`src/rtl/rc6_decrypt_core.sv`:
```
// rc6_decrypt_core: iterative RC6-W/R decryption, one round per clock.
// Ports:
//   clk, rst_n                       clock, asynchronous active-low reset
//   in_valid/in_ready, cipher_a..d   ciphertext handshake and words A..D
//   round_keys                       S[0..2R+3], S[j] = round_keys[j*W +: W], sampled live
//   out_valid/out_ready, plain_a..d  plaintext handshake and words A..D
//   busy                             block is not idle
module rc6_decrypt_core #(
    parameter int W = 32,
    parameter int R = 20
) (
    input  logic                 clk,
    input  logic                 rst_n,
    input  logic                 in_valid,
    output logic                 in_ready,
    input  logic [W-1:0]         cipher_a,
    input  logic [W-1:0]         cipher_b,
    input  logic [W-1:0]         cipher_c,
    input  logic [W-1:0]         cipher_d,
    input  logic [(2*R+4)*W-1:0] round_keys,
    output logic                 out_valid,
    input  logic                 out_ready,
    output logic [W-1:0]         plain_a,
    output logic [W-1:0]         plain_b,
    output logic [W-1:0]         plain_c,
    output logic [W-1:0]         plain_d,
    output logic                 busy
);
    localparam int LGW = $clog2(W);
    typedef enum logic [1:0] {IDLE, ROUND, POST, DONE} state_t;
    state_t state_q, state_d;
    logic [W-1:0] a_q, b_q, c_q, d_q, a_d, b_d, c_d, d_d;
    logic [7:0] i_q, i_d;
    logic in_ready_q, in_ready_d, out_valid_q, out_valid_d, busy_q, busy_d;
    logic [W-1:0] s_even, s_odd, s_0, s_1, s_r2, s_r3, t, u;

    function automatic logic [W-1:0] rotl(input logic [W-1:0] x, input logic [LGW-1:0] n);
        return (x << n) | (x >> (W - int'(n)));
    endfunction

    function automatic logic [W-1:0] rotr(input logic [W-1:0] x, input logic [LGW-1:0] n);
        return (x >> n) | (x << (W - int'(n)));
    endfunction

    // (x*(2x+1)) rotl lg(W); 2x+1 mod 2^W is just x shifted with a 1 in the LSB
    function automatic logic [W-1:0] mix(input logic [W-1:0] x);
        return rotl(x * {x[W-2:0], 1'b1}, LGW'(LGW));
    endfunction

    assign s_even = round_keys[2*int'(i_q)*W +: W];
    assign s_odd  = round_keys[(2*int'(i_q)+1)*W +: W];
    assign s_0    = round_keys[0 +: W];
    assign s_1    = round_keys[W +: W];
    assign s_r2   = round_keys[(2*R+2)*W +: W];
    assign s_r3   = round_keys[(2*R+3)*W +: W];
    // Round operates on the rotated view (a,b,c,d) = (D,A,B,C)
    assign t = mix(a_q);
    assign u = mix(c_q);

    always_comb begin
        state_d = state_q;
        a_d = a_q;
        b_d = b_q;
        c_d = c_q;
        d_d = d_q;
        i_d = i_q;
        case (state_q)
            IDLE: if (in_valid && in_ready_q) begin
                a_d = cipher_a - s_r2;
                b_d = cipher_b;
                c_d = cipher_c - s_r3;
                d_d = cipher_d;
                i_d = 8'(R);
                state_d = ROUND;
            end
            ROUND: begin
                a_d = rotr(d_q - s_even, u[LGW-1:0]) ^ t;
                b_d = a_q;
                c_d = rotr(b_q - s_odd, t[LGW-1:0]) ^ u;
                d_d = c_q;
                i_d = i_q - 8'd1;
                state_d = (i_q <= 8'd1) ? POST : ROUND;
            end
            POST: begin
                b_d = b_q - s_0;
                d_d = d_q - s_1;
                state_d = DONE;
            end
            DONE: state_d = (out_valid_q && out_ready) ? IDLE : DONE;
            default: state_d = IDLE;
        endcase
        in_ready_d = (state_d == IDLE);
        busy_d = (state_d != IDLE);
        // out_valid is a registered Moore output: it rises the cycle after DONE is entered
        out_valid_d = (state_q == DONE) && !(out_valid_q && out_ready);
    end

    always_ff @(posedge clk or negedge rst_n) begin
        if (!rst_n) begin
            state_q <= IDLE;
            a_q <= '0;
            b_q <= '0;
            c_q <= '0;
            d_q <= '0;
            i_q <= '0;
            in_ready_q <= 1'b0;
            out_valid_q <= 1'b0;
            busy_q <= 1'b0;
        end else begin
            state_q <= state_d;
            a_q <= a_d;
            b_q <= b_d;
            c_q <= c_d;
            d_q <= d_d;
            i_q <= i_d;
            in_ready_q <= in_ready_d;
            out_valid_q <= out_valid_d;
            busy_q <= busy_d;
        end
    end

    assign in_ready = in_ready_q;
    assign out_valid = out_valid_q;
    assign busy = busy_q;
    assign plain_a = a_q;
    assign plain_b = b_q;
    assign plain_c = c_q;
    assign plain_d = d_q;
endmodule
```
`config.mk`:
```
export PLATFORM = sky130hd
export DESIGN_NAME = rc6_decrypt_core
export DESIGN_NICKNAME = d
export VERILOG_FILES = /design/src/rtl/rc6_decrypt_core.sv
export SDC_FILE = /design/constraint.sdc
export NUM_CORES = 2
export LEC_CHECK = 0
export ABC_CLOCK_PERIOD_IN_PS = 23100
export CAP_MARGIN = 20
export CORE_AREA = 2 2 644 646
export DETAILED_ROUTE_END_ITERATION = 12
export DIE_AREA = 0 0 646 648
export HOLD_SLACK_MARGIN = 0.08
export PLACE_DENSITY_LB_ADDON = 0.25
export SLEW_MARGIN = 20
export SYNTH_ARGS = -nofsm -noshare
export SYNTH_HDL_FRONTEND = slang
export SYNTH_SLANG_ARGS = --single-unit
export TNS_END_PERCENT = 10
```
`constraint.sdc`:
```
create_clock -name clk -period 23.1 [get_ports clk]
set_input_delay 2.31 -clock clk [delete_from_list [all_inputs] [get_ports clk]]
set_output_delay 2.31 -clock clk [all_outputs]
set_load 0.02 [all_outputs]
```
==> flow_summary_export.csv <==
group,metric,value,unit
worst_setup_path,critPathMaxFanout,26,
yosys,syn_nets,9809,
yosys,ys.flop_type,"dfrtp_1",
clock_network,ctsHoldBuffers,0,
placement,numPortBuffers,1670,
yosys,synth_warnings,0,
sta,setup_viol_count_final,0,
outcome,status,"finished clean",
sta,min_period,11720,ps
yosys,async_flop_share,100,%
routing,firstDrtPassIters,6,
routing,wl,599000,µm
sta,period_share,50.8,%
clock_network,htreeDepth,4,
clock_network,cts_resized,0,
yosys,synth_seq_cells,141,
yosys,synthesis.area,0.0625,mm²
placement,dp_slack,11440,ps
clock_network,path_clk_slew,60,ps
global_route,grt_max_degree,103,
yosys,synth_cell_types,107,
final_layout,final_util,21.3,%
clock_network,cts_tree,"done",
die,die-area,0.419,mm²
routing,drt_iter0_drc,7304,
routing,num_vias,67000,
sta,fmax,85.3,MHz
yosys,yosysSeqAreaShare,5.64,%
global_route,gr-total-overflow,0,
routing,wl_met2,272000,µm
die,num_rows,236,
yosys,netlist_instances,7076,
yosys,synth_edf_count,0,
global_route,antenna_found_initial,378,
final_layout,final_net_count,11300,
sta,fin_skew,44.8,ps
clock_network,cts_buffers,25,
hold_path,hold_class,"reg -> reg",
global_route,grt_usage,27.7,%
final_layout,area_delta_synth_final,40.1,%
final_layout,final_cell_mix,"clkdlybuf4s50_1 (1668), inv_1 (1006), fa_1 (736)",
worst_setup_path,endpoint_kind,"flop",
worst_setup_path,crit_arrival,12130,ps
die,start_util,15.2,%
clock_network,clock_sinks,141,
sta,layout_setup_ws,11380,ps
final_layout,instances_no_fill,14300,
sta,worst_slew_pin_slew,1250,ps
placement,dp_hpwl,536000,µm
sta,maxSlewViolCount,0,
clock_network,clock_path_buffers,3,
yosys,synth_area_per_cell,8.84,µm²
routing,dr.max_layer_used,"met5",
routing,wl_per_cell,41.8,µm
die,die-width,646,µm
worst_setup_path,cp-start-kind,"flop",
die,core_area,0.412,mm²
routing,wl_met1,228000,µm
final_layout,drive_gt1_share,8.01,%
sta,slew_headroom,16.8,%
worst_setup_path,cp_data_required_time,23510,ps
final_layout,final_common_cell,"clkdlybuf4s50_1",
routing,ant_nets,0,
clock_network,clock_latency,590,ps
worst_setup_path,max_stage_delay,1010,ps
sta,hold_viol_final,0,
worst_setup_path,crit_type,"reg -> reg",
global_route,grt_first_pass_wirelength,741000,µm
routing,via_per_inst,4.68,
placement,place.gp.congestion,1.01,
die,io_pins,1671,
routing,wl_met3,50600,µm
die,die_height,648,µm
global_route,grt_pass1_vias,66200,
worst_setup_path,cp_slowest_cell,"ha_1",
worst_setup_path,cpMostUsedCell,"fa_1",
sta,rsz0062_at_grt,"false",
routing,drc,0,
sta,setup-tns-final,0,ps
placement,post-place-cells,14000,
clock_network,cts_setup_buffers,0,
clock_network,clock_tree.root_cell,"clkbuf_16",
run,drv_cap,0,
## flip-flops by register name, indices dropped and copies added, names as in the netlist
name	count
i_q	8
plain_c	32
state_q	2
plain_a	32
busy	1
in_ready	1
plain_b	32
plain_d	32
out_valid	1
## area by class of cell
| type | instances | area (µm²) |
|---|---|---|
| timing repair buffer | 1862 | 18200 |
| inverter | 1015 | 3810 |
| fill | 45700 | 324000 |
| sequential | 141 | 3550 |
| tap | 5474 | 6850 |
| antenna | 296 | 741 |
| multi-input combinational | 5501 | 53700 |
| clock buffer | 31 | 668 |
| clock inverter | 2 | 37.5 |
## cells in the mapped netlist (43+ instances only)
| library cell | n | share of area [%] |
|---|---|---|
| inv_1 | 1006 | 6.0 |
| fa_1 | 736 | 24 |
| nand2_1 | 609 | 3.7 |
| mux2i_1 | 479 | 7.7 |
| ha_1 | 457 | 9.1 |
| nor2_1 | 317 | 1.9 |
| clkbuf_1 | 312 | 1.9 |
| mux4_2 | 299 | 11 |
| o21ai_0 | 298 | 2.4 |
| a21oi_1 | 291 | 2.3 |
| and2_1 | 263 | 2.6 |
| xnor2_1 | 229 | 3.2 |
| nand3_1 | 155 | 1.2 |
| dfrtp_1 | 141 | 5.6 |
| a221oi_1 | 116 | 1.6 |
| a21o_1 | 114 | 1.4 |
| xor2_1 | 99 | 1.4 |
| a22oi_1 | 93 | 1.1 |
| nor3_1 | 91 | 0.73 |
| buf_1 | 60 | 0.36 |
| a211oi_1 | 59 | 0.71 |
| nor2b_1 | 48 | 0.48 |
| o22ai_1 | 47 | 0.47 |
| o21a_1 | 46 | 0.55 |
| mux2_2 | 43 | 0.77 |
## through the flow
step / instance area, µm² / hold WS [ps]
2_1_floorplan: 62500 / 505
3_3_place_gp: 86100 / 479
3_5_place_dp: 86100 / 489
4_1_cts: 86800 / 502
5_1_grt: 87200 / 557
6_report: 87600 / 499
## layer usage
layer	vias up	global-route usage (%)
li1	28000	-
met1	34300	32.1
met2	3575	44.2
met3	979	7.91
met4	120	18.7
met5	-	0
## path summary, 6_finish.rpt
check	slack [ps]	start	depth (start not counted)	endpoint
max in group asynchronous	19230	rst_n	3	plain_c[3]
setup / recovery	11380	plain_a[3]	32	plain_c[12]
hold / removal	500	plain_a[2]	2	plain_a[2]
min in group asynchronous	1730	rst_n	1	plain_a[8]
setup reg to reg	11380	plain_a[3]	32	plain_c[12]
hold reg to reg	500	plain_a[2]	2	plain_a[2]
## kinds of logic after synthesis
logic type / synth area share (%)
AO/OA/AOI/OAI: 15.9
XOR/XNOR: 4.76
adder cells (fa/ha/maj): 32.7
buffers and inverters: 8.80
flip-flops: 5.64
multiplexers: 19.2
AND/OR/NAND/NOR: 13.0
## critical path, delay by kind of cell (launching register included)
kind | cells | cell delay [ps]
compound gates | 6 | 1500
xor+xnor | 1 | 150
fa+ha+maj | 10 | 5340
buf+inv | 8 | 1490
flops | 1 | 910
mux | 2 | 990
simple gates | 5 | 1150
Power is not shown: default switching activity piles up to over one toggle a cycle in this logic, so the estimate is an artifact.
